<file path="src/rtl/pe_inject_queue_if.sv">
// rtl/pe_inject_queue_if.sv - PE-to-injection-queue token handshake
//   pe_valid : PE offers a token this cycle
//   pe_data  : [5:4] destination rank, [3:0] payload
//   pe_ready : queue can accept; a transfer occurs when pe_valid & pe_ready
//   master   : the PE side, which drives the token
//   slave    : the queue side, which accepts it
interface pe_inject_queue_if;
  logic       pe_valid;
  logic [5:0] pe_data;
  logic       pe_ready;

  modport master (output pe_valid, output pe_data, input pe_ready);
  modport slave  (input pe_valid, input pe_data, output pe_ready);
endinterface

</file>
<file path="src/rtl/pe_inject_queue.sv">
// rtl/pe_inject_queue.sv - PE injection queue that injects only into idle ring slots
//   clk          : system clock, all state on rising edge
//   rst_n        : asynchronous active-low reset
//   pe           : token handshake from the PE (slave side)
//   ring_snoop_i : byte on the switch ring input this cycle; 8'h00 means idle
//   inj_out_o    : byte to switch pe_fifo_in, 8'h00 when not injecting
//   level_o      : current occupancy, 0..DEPTH
//   starve_o     : blocked-cycle counter has reached STARVE_MAX
//   drop_cnt_o   : saturating count of discarded self-addressed tokens
module pe_inject_queue #(
  parameter int RANK       = 0,
  parameter int DEPTH      = 4,
  parameter int STARVE_MAX = 15
) (
  input  logic                   clk,
  input  logic                   rst_n,
  pe_inject_queue_if.slave       pe,
  input  logic [7:0]             ring_snoop_i,
  output logic [7:0]             inj_out_o,
  output logic [$clog2(DEPTH):0] level_o,
  output logic                   starve_o,
  output logic [7:0]             drop_cnt_o
);

  localparam int AW = $clog2(DEPTH);
  localparam int LW = AW + 1;
  localparam int CW = $clog2(STARVE_MAX + 1);

  logic [5:0]    mem_q [DEPTH];
  logic [AW-1:0] wr_ptr_q, wr_ptr_d;
  logic [AW-1:0] rd_ptr_q, rd_ptr_d;
  logic [LW-1:0] level_q, level_d;
  logic [CW-1:0] blk_q, blk_d;
  logic          starve_q, starve_d;
  logic [7:0]    drop_q, drop_d;

  logic       ready;
  logic       push;
  logic       store;
  logic       drop;
  logic       inj;
  logic [5:0] head;

  // Ready comes only from the registered level: a full queue stays not-ready
  // even in a cycle where it pops.
  assign ready       = (level_q < LW'(DEPTH));
  assign pe.pe_ready = ready;

  assign push  = pe.pe_valid && ready;
  assign store = push && (pe.pe_data[5:4] != 2'(RANK));
  assign drop  = push && (pe.pe_data[5:4] == 2'(RANK));

  // Inject only into an idle ring slot; the switch favours PE input, so this
  // is what keeps ring tokens from being overwritten.
  assign inj  = (level_q != '0) && (ring_snoop_i == 8'h00);
  assign head = mem_q[rd_ptr_q];

  // Bit 7 set keeps a payload-0 token distinguishable from the idle byte.
  assign inj_out_o  = inj ? {2'b10, head} : 8'h00;
  assign level_o    = level_q;
  assign starve_o   = starve_q;
  assign drop_cnt_o = drop_q;

  always_comb begin
    wr_ptr_d = wr_ptr_q;
    rd_ptr_d = rd_ptr_q;
    level_d  = level_q;
    drop_d   = drop_q;
    blk_d    = blk_q;

    if (store) wr_ptr_d = wr_ptr_q + 1'b1;
    if (inj)   rd_ptr_d = rd_ptr_q + 1'b1;

    case ({store, inj})
      2'b10:   level_d = level_q + 1'b1;
      2'b01:   level_d = level_q - 1'b1;
      default: level_d = level_q;
    endcase

    if (drop && (drop_q != 8'hFF)) drop_d = drop_q + 1'b1;

    // Counts edges where something is waiting but the ring is occupied.
    if (inj || (level_q == '0)) begin
      blk_d = '0;
    end else if ((ring_snoop_i != 8'h00) && (blk_q != CW'(STARVE_MAX))) begin
      blk_d = blk_q + 1'b1;
    end

    starve_d = (blk_d == CW'(STARVE_MAX));
  end

  // Storage carries no reset; occupancy and pointers define what is valid.
  always_ff @(posedge clk) begin
    if (store) mem_q[wr_ptr_q] <= pe.pe_data;
  end

  always_ff @(posedge clk or negedge rst_n) begin
    if (!rst_n) begin
      wr_ptr_q <= '0;
      rd_ptr_q <= '0;
      level_q  <= '0;
      blk_q    <= '0;
      starve_q <= 1'b0;
      drop_q   <= 8'h00;
    end else begin
      wr_ptr_q <= wr_ptr_d;
      rd_ptr_q <= rd_ptr_d;
      level_q  <= level_d;
      blk_q    <= blk_d;
      starve_q <= starve_d;
      drop_q   <= drop_d;
    end
  end

endmodule

</file>
<file path="src/flat_wrapper.sv">
// flat-port wrapper written by rule: the top's interface ports become plain ports
module pe_inject_queue_flat 
#(
  parameter int RANK       = 0,
  parameter int DEPTH      = 4,
  parameter int STARVE_MAX = 15
)
  (clk, rst_n, ring_snoop_i, inj_out_o, level_o, starve_o, drop_cnt_o, pe_pe_valid, pe_pe_data, pe_pe_ready);
  pe_inject_queue_if pe_i ();
  input  logic clk;
  input  logic rst_n;
  input  logic [7:0] ring_snoop_i;
  output logic [7:0] inj_out_o;
  output logic [$clog2(DEPTH):0] level_o;
  output logic starve_o;
  output logic [7:0] drop_cnt_o;
  input wire logic [$bits(pe_i.pe_valid)-1:0] pe_pe_valid;
  input wire logic [$bits(pe_i.pe_data)-1:0] pe_pe_data;
  output wire logic [$bits(pe_i.pe_ready)-1:0] pe_pe_ready;
  assign pe_i.pe_valid = pe_pe_valid;
  assign pe_i.pe_data = pe_pe_data;
  assign pe_pe_ready = pe_i.pe_ready;
  pe_inject_queue #(.RANK(RANK), .DEPTH(DEPTH), .STARVE_MAX(STARVE_MAX)) u_core (.clk(clk), .rst_n(rst_n), .pe(pe_i), .ring_snoop_i(ring_snoop_i), .inj_out_o(inj_out_o), .level_o(level_o), .starve_o(starve_o), .drop_cnt_o(drop_cnt_o));
endmodule
</file>
<file path="config.mk">
export PLATFORM = sky130hd
export DESIGN_NAME = pe_inject_queue_flat
export DESIGN_NICKNAME = d
export VERILOG_FILES = /design/src/rtl/pe_inject_queue_if.sv /design/src/rtl/pe_inject_queue.sv /design/src/flat_wrapper.sv
export SDC_FILE = /design/constraint.sdc
export NUM_CORES = 1
export LEC_CHECK = 0
export BUFFER_PORTS_ARGS = -buffer_cell sky130_fd_sc_hd__buf_2
export CORE_MARGIN = 2
export CORE_UTILIZATION = 25
export DETAILED_ROUTE_END_ITERATION = 7
export PLACE_DENSITY = 0.47
export SLEW_MARGIN = 10
export SYNTH_ARGS = -nofsm -noshare
export SYNTH_HDL_FRONTEND = slang
export SYNTH_SLANG_ARGS = --single-unit
export TNS_END_PERCENT = 100
</file>
<file path="constraint.sdc">
create_clock -name clk -period 3.6 [get_ports clk]
set_input_delay 0.18 -clock clk [delete_from_list [all_inputs] [get_ports clk]]
set_output_delay 0.18 -clock clk [all_outputs]
set_load 0.01 [all_outputs]
</file>
==> impl_metrics.sql <==
INSERT INTO impl_metrics (metric_group, metric, value, unit) VALUES
('timing', 'fin_tns_setup', '0', 'ns'),
('setup_path', 'required', '3.79', 'ns'),
('worst_hold_path', 'holdPathStages', '1', ''),
('timing', 'fmax', '459.0', 'MHz'),
('global_route', 'initial_antenna_violation_count', '0', ''),
('detailed_routing', 'vias', '1244', ''),
('synthesis', 'ys_async_sr_fraction', '45.45', '%'),
('setup_path', 'crit_path_end_kind', 'register', ''),
('finish', 'syn_to_final_growth', '20.47', '%'),
('timing', 'finalMaxSlewViolations', '0', ''),
('global_route', 'grt_max_degree', '21', ''),
('synthesis', 'synthesis.area_per_instance', '14.19', 'um^2'),
('synthesis', 'netlist_top_cells_area', 'edfxtp_1 36%, dfrtp_1 25%, mux4_2 6.7%', ''),
('job', 'drv.max_cap_violation_count', '0', ''),
('global_route', 'gr-total-overflow', '0', ''),
('clock_network', 'tritoncts_num_sinks', '44', ''),
('setup_path', 'worst_ep_arrival_time', '2.36', 'ns'),
('power_and_ir_drop', 'maximum_vdd_drop', '0.0001523', 'V'),
('finish', 'num_antenna_cells', '0', ''),
('die', 'rows', '32', ''),
('detailed_routing', 'drt-initial-drc-count', '51', ''),
('detailed_routing', 'antenna_left', '0', ''),
('power_and_ir_drop', 'p_leak', '1.017', 'nW'),
('die', 'dieWidth', '94.10', 'um'),
('finish', 'drive_above_1_share', '29.89', '%'),
('synthesis', 'synth_area', '0.002029', 'mm^2'),
('timing', 'report.final.hold_viol_count', '0', ''),
('synthesis', 'ys_dominant_reg_cell', 'edfxtp_1', ''),
('run_status', 'status', 'complete, no violations', ''),
('timing', 'rsz0062_at_grt', 'false', ''),
('detailed_routing', 'drt-pass1-iter-count', '5', ''),
('synthesis', 'ys.warnings.count', '0', ''),
('detailed_routing', 'routed_via_density', '4.350', ''),
('global_route', 'first_global_vias', '1298', ''),
('placement', 'io_buffers', '36', ''),
('placement', 'dp_hpwl', '2838', 'um'),
('clock_network', 'worstSkewPairLatency', '0.30', 'ns'),
('die', 'floorplan.core_area', '0.007807', 'mm^2'),
('global_route', 'grt_use_total', '9.572', '%'),
('synthesis', 'yosysUniqueCellTypes', '38', ''),
('setup_path', 'delay_heaviest_family_cp', 'simple AND/OR/NAND/NOR gates', ''),
('synthesis', 'synth_top_area_cell', 'edfxtp_1', ''),
('setup_path', 'worst-path-stages', '9', ''),
('setup_path', 'cpMaxStageDelayCell', 'dfrtp_1', ''),
('timing', 'fin_crit', '2.179', 'ns'),
('clock_network', 'clkSlewWorstSetupHoldPaths', '0.09', 'ns'),
('global_route', 'wire_length_of_the_first_global_routing_pass', '6375', 'um'),
('clock_network', 'max-clock-path-buffers', '2', ''),
('synthesis', 'synth_fp_nets', '168', ''),
('worst_hold_path', 'min_path_type', 'in -> reg', ''),
('setup_path', 'worstPathMaxFanout', '8', ''),
('placement', 'routabilityCongestion', '0.7334', ''),
('synthesis', 'synth_top_area_share', '35.51', '%'),
('synthesis', 'syn_inst', '143', ''),
('synthesis', 'synth_seq_cells', '44', ''),
('setup_path', 'crit_path_cell_trace', 'or3_1, nand3_1, inv_1, ha_1, inv_1, fa_1, xor2_1, nor2_1, xnor2_1', ''),
('finish', 'num-nets-final', '208', ''),
('setup_path', 'crit_path_max_incr_delay', '0.45', 'ns'),
('setup_path', 'timing.reg2reg.worst_path_depth', '9', ''),
('clock_network', 'htree_levels', '2', ''),
('setup_path', 'worstSetupStartpointType', 'register', ''),
('detailed_routing', 'finalWirelength', '3950', 'um'),
('setup_path', 'critical_path_buf_inv_count', '2', ''),
('clock_network', 'cts-buffers-inserted', '5', ''),
('die', 'chipHeight', '94.10', 'um'),
('finish', 'utilization', '31.31', '%'),
('timing', 'post-route-period-util', '60.52', '%'),
('synthesis', 'ys_seq_area_share', '60.17', '%'),
('die', 'floorplan.initialDensity', '25.99', '%'),
('clock_network', 'buffer_type_at_the_clock_tree_root', 'clkbuf_8', ''),
('timing', 'timing.clock.skew', '0.008586', 'ns'),
('die', 'fp.dieArea', '0.008855', 'mm^2'),
('power_and_ir_drop', 'pwr_density_cell', '539.5', 'mW/mm^2'),
('timing', 'final-setup-viol-count', '0', ''),
('detailed_routing', 'drc', '0', ''),
('clock_network', 'tritoncts', 'built', ''),
('setup_path', 'path_class', 'reg -> reg', ''),
('die', 'pin_count', '38', ''),
('synthesis', 'synth-edff-count', '24', ''),
('setup_path', 'critical-path-top-cell-by-count', 'inv_1', ''),
('detailed_routing', 'route.detailed.wl_per_inst', '13.81', 'um');
state kept, by name, summed over array words and instances (netlist names):
register           flops
u_core.mem_q          24
u_core.level_o         3
u_core.drop_cnt_o      8
u_core.rd_ptr_q        2
u_core.blk_q           4
u_core.starve_o        1
u_core.wr_ptr_q        2
cell families (layout without fill, tap and decap cells):
group | after synthesis | after routing | share of synthesized area, %
AO/OA/AOI/OAI | 10 | 10 | 3.637
adder cells (fa/ha/maj) | 8 | 8 | 5.302
flip-flops | 44 | 44 | 60.17
AND/OR/NAND/NOR | 43 | 43 | 12.70
buffers and inverters | 13 | 54 | 2.835
XOR/XNOR | 11 | 11 | 4.747
multiplexers | 13 | 13 | 10.42
other | 1 | 1 | 0.1848
where the power goes:
part	switching [mW]	total, mW	leakage (nW)	internal (mW)
sequential	0.0593	0.651	0.466	0.592
combinational	0.134	0.263	0.489	0.129
clock	0.178	0.405	0.0614	0.227
total	0.372	1.32	1.02	0.947
final cells by class:
type                            instances  area (um^2)
Inverter                                9        33.78
Timing Repair Buffer                   37        190.2
Fill cell                             802         5363
Clock buffer                            6        82.58
Tap cell                              102        127.6
Sequential cell                        44         1221
Clock inverter                          2        38.79
Multi-Input combinational cell         86        750.7
synth_stat cells, types with 3 or more instances:
library cell,number
nor2b_1,6
dfrtp_1,20
and2_1,4
edfxtp_1,24
mux4_2,6
nor2_1,5
nand3_1,7
xnor2_1,10
nor3_1,4
mux2_1,4
ha_1,7
nand2_1,4
inv_1,9
and3_1,3
per-layer routing:
| layer | track usage, % | share of wire, % | wire length (um) | vias up |
|---|---|---|---|---|
| met5 | 0 | 0 | 0 | - |
| met4 | 3.623 | 1.3 | 52 | 0 |
| met3 | 3.531 | 6.1 | 241 | 6 |
| met2 | 15.18 | 47 | 1838 | 29 |
| met1 | 11.88 | 46 | 1816 | 612 |
| li1 | - | - | - | 597 |
metrics by stage:
stage | area, um^2 | cells | total power, mW | hold WS (ns) | setup WS, ns
after global placement | 2313 | 277 | 0.9245 | 0.1826 | 1.259
final | 2445 | 286 | 1.319 | 0.09957 | 1.421
after detailed placement | 2313 | 277 | 0.9316 | 0.1825 | 1.190
after CTS | 2445 | 286 | 1.341 | 0.1008 | 1.377
after global routing | 2445 | 286 | 1.410 | 0.08965 | 1.176
after floorplan | 2029 | 143 | 0.8418 | -0.1156 | 1.588
timing repair:
action	CTS	global route
endpoints found under the hold margin	20	0
hold buffers	1	0
setup buffers	0	0
resized for setup	0	0
placed cells by master, fill, tap and decap left out, drive strengths merged, types with 4 or more instances in the layout:
| cell type | synthesis | layout |
|---|---|---|
| buf | 4 | 36 |
| edfxtp | 24 | 24 |
| dfrtp | 20 | 20 |
| xnor2 | 10 | 10 |
| inv | 9 | 9 |
| nand3 | 7 | 7 |
| ha | 7 | 7 |
| mux4 | 6 | 6 |
| nor2b | 6 | 6 |
| clkbuf | 0 | 6 |
| nor2 | 5 | 5 |
| mux2 | 5 | 5 |
| nor3 | 4 | 4 |
| and2 | 4 | 4 |
| nand2 | 4 | 4 |
worst register-to-register path: cells and delay by family (launching register included):
family | cells | cell delay, ns
fa+ha+maj | 2 | 0.40
flops | 1 | 0.45
xor+xnor | 2 | 0.27
buf+inv | 2 | 0.18
simple gates | 3 | 0.78
worst paths after layout:
path	start	to	slack (ns)
max in group asynchronous	rst_n	u_core.level_o[2]	2.89
setup / recovery	u_core.level_o[2]	u_core.level_o[2]	1.42
hold / removal	pe_pe_data[1]	u_core.mem_q[1][1]	0.1
hold reg to reg	u_core.drop_cnt_o[4]	u_core.drop_cnt_o[4]	0.53
min in group asynchronous	rst_n	u_core.rd_ptr_q[1]	0.37
setup reg to reg	u_core.level_o[2]	u_core.level_o[2]	1.42
Note: power is estimated with default switching activity, not from simulation.
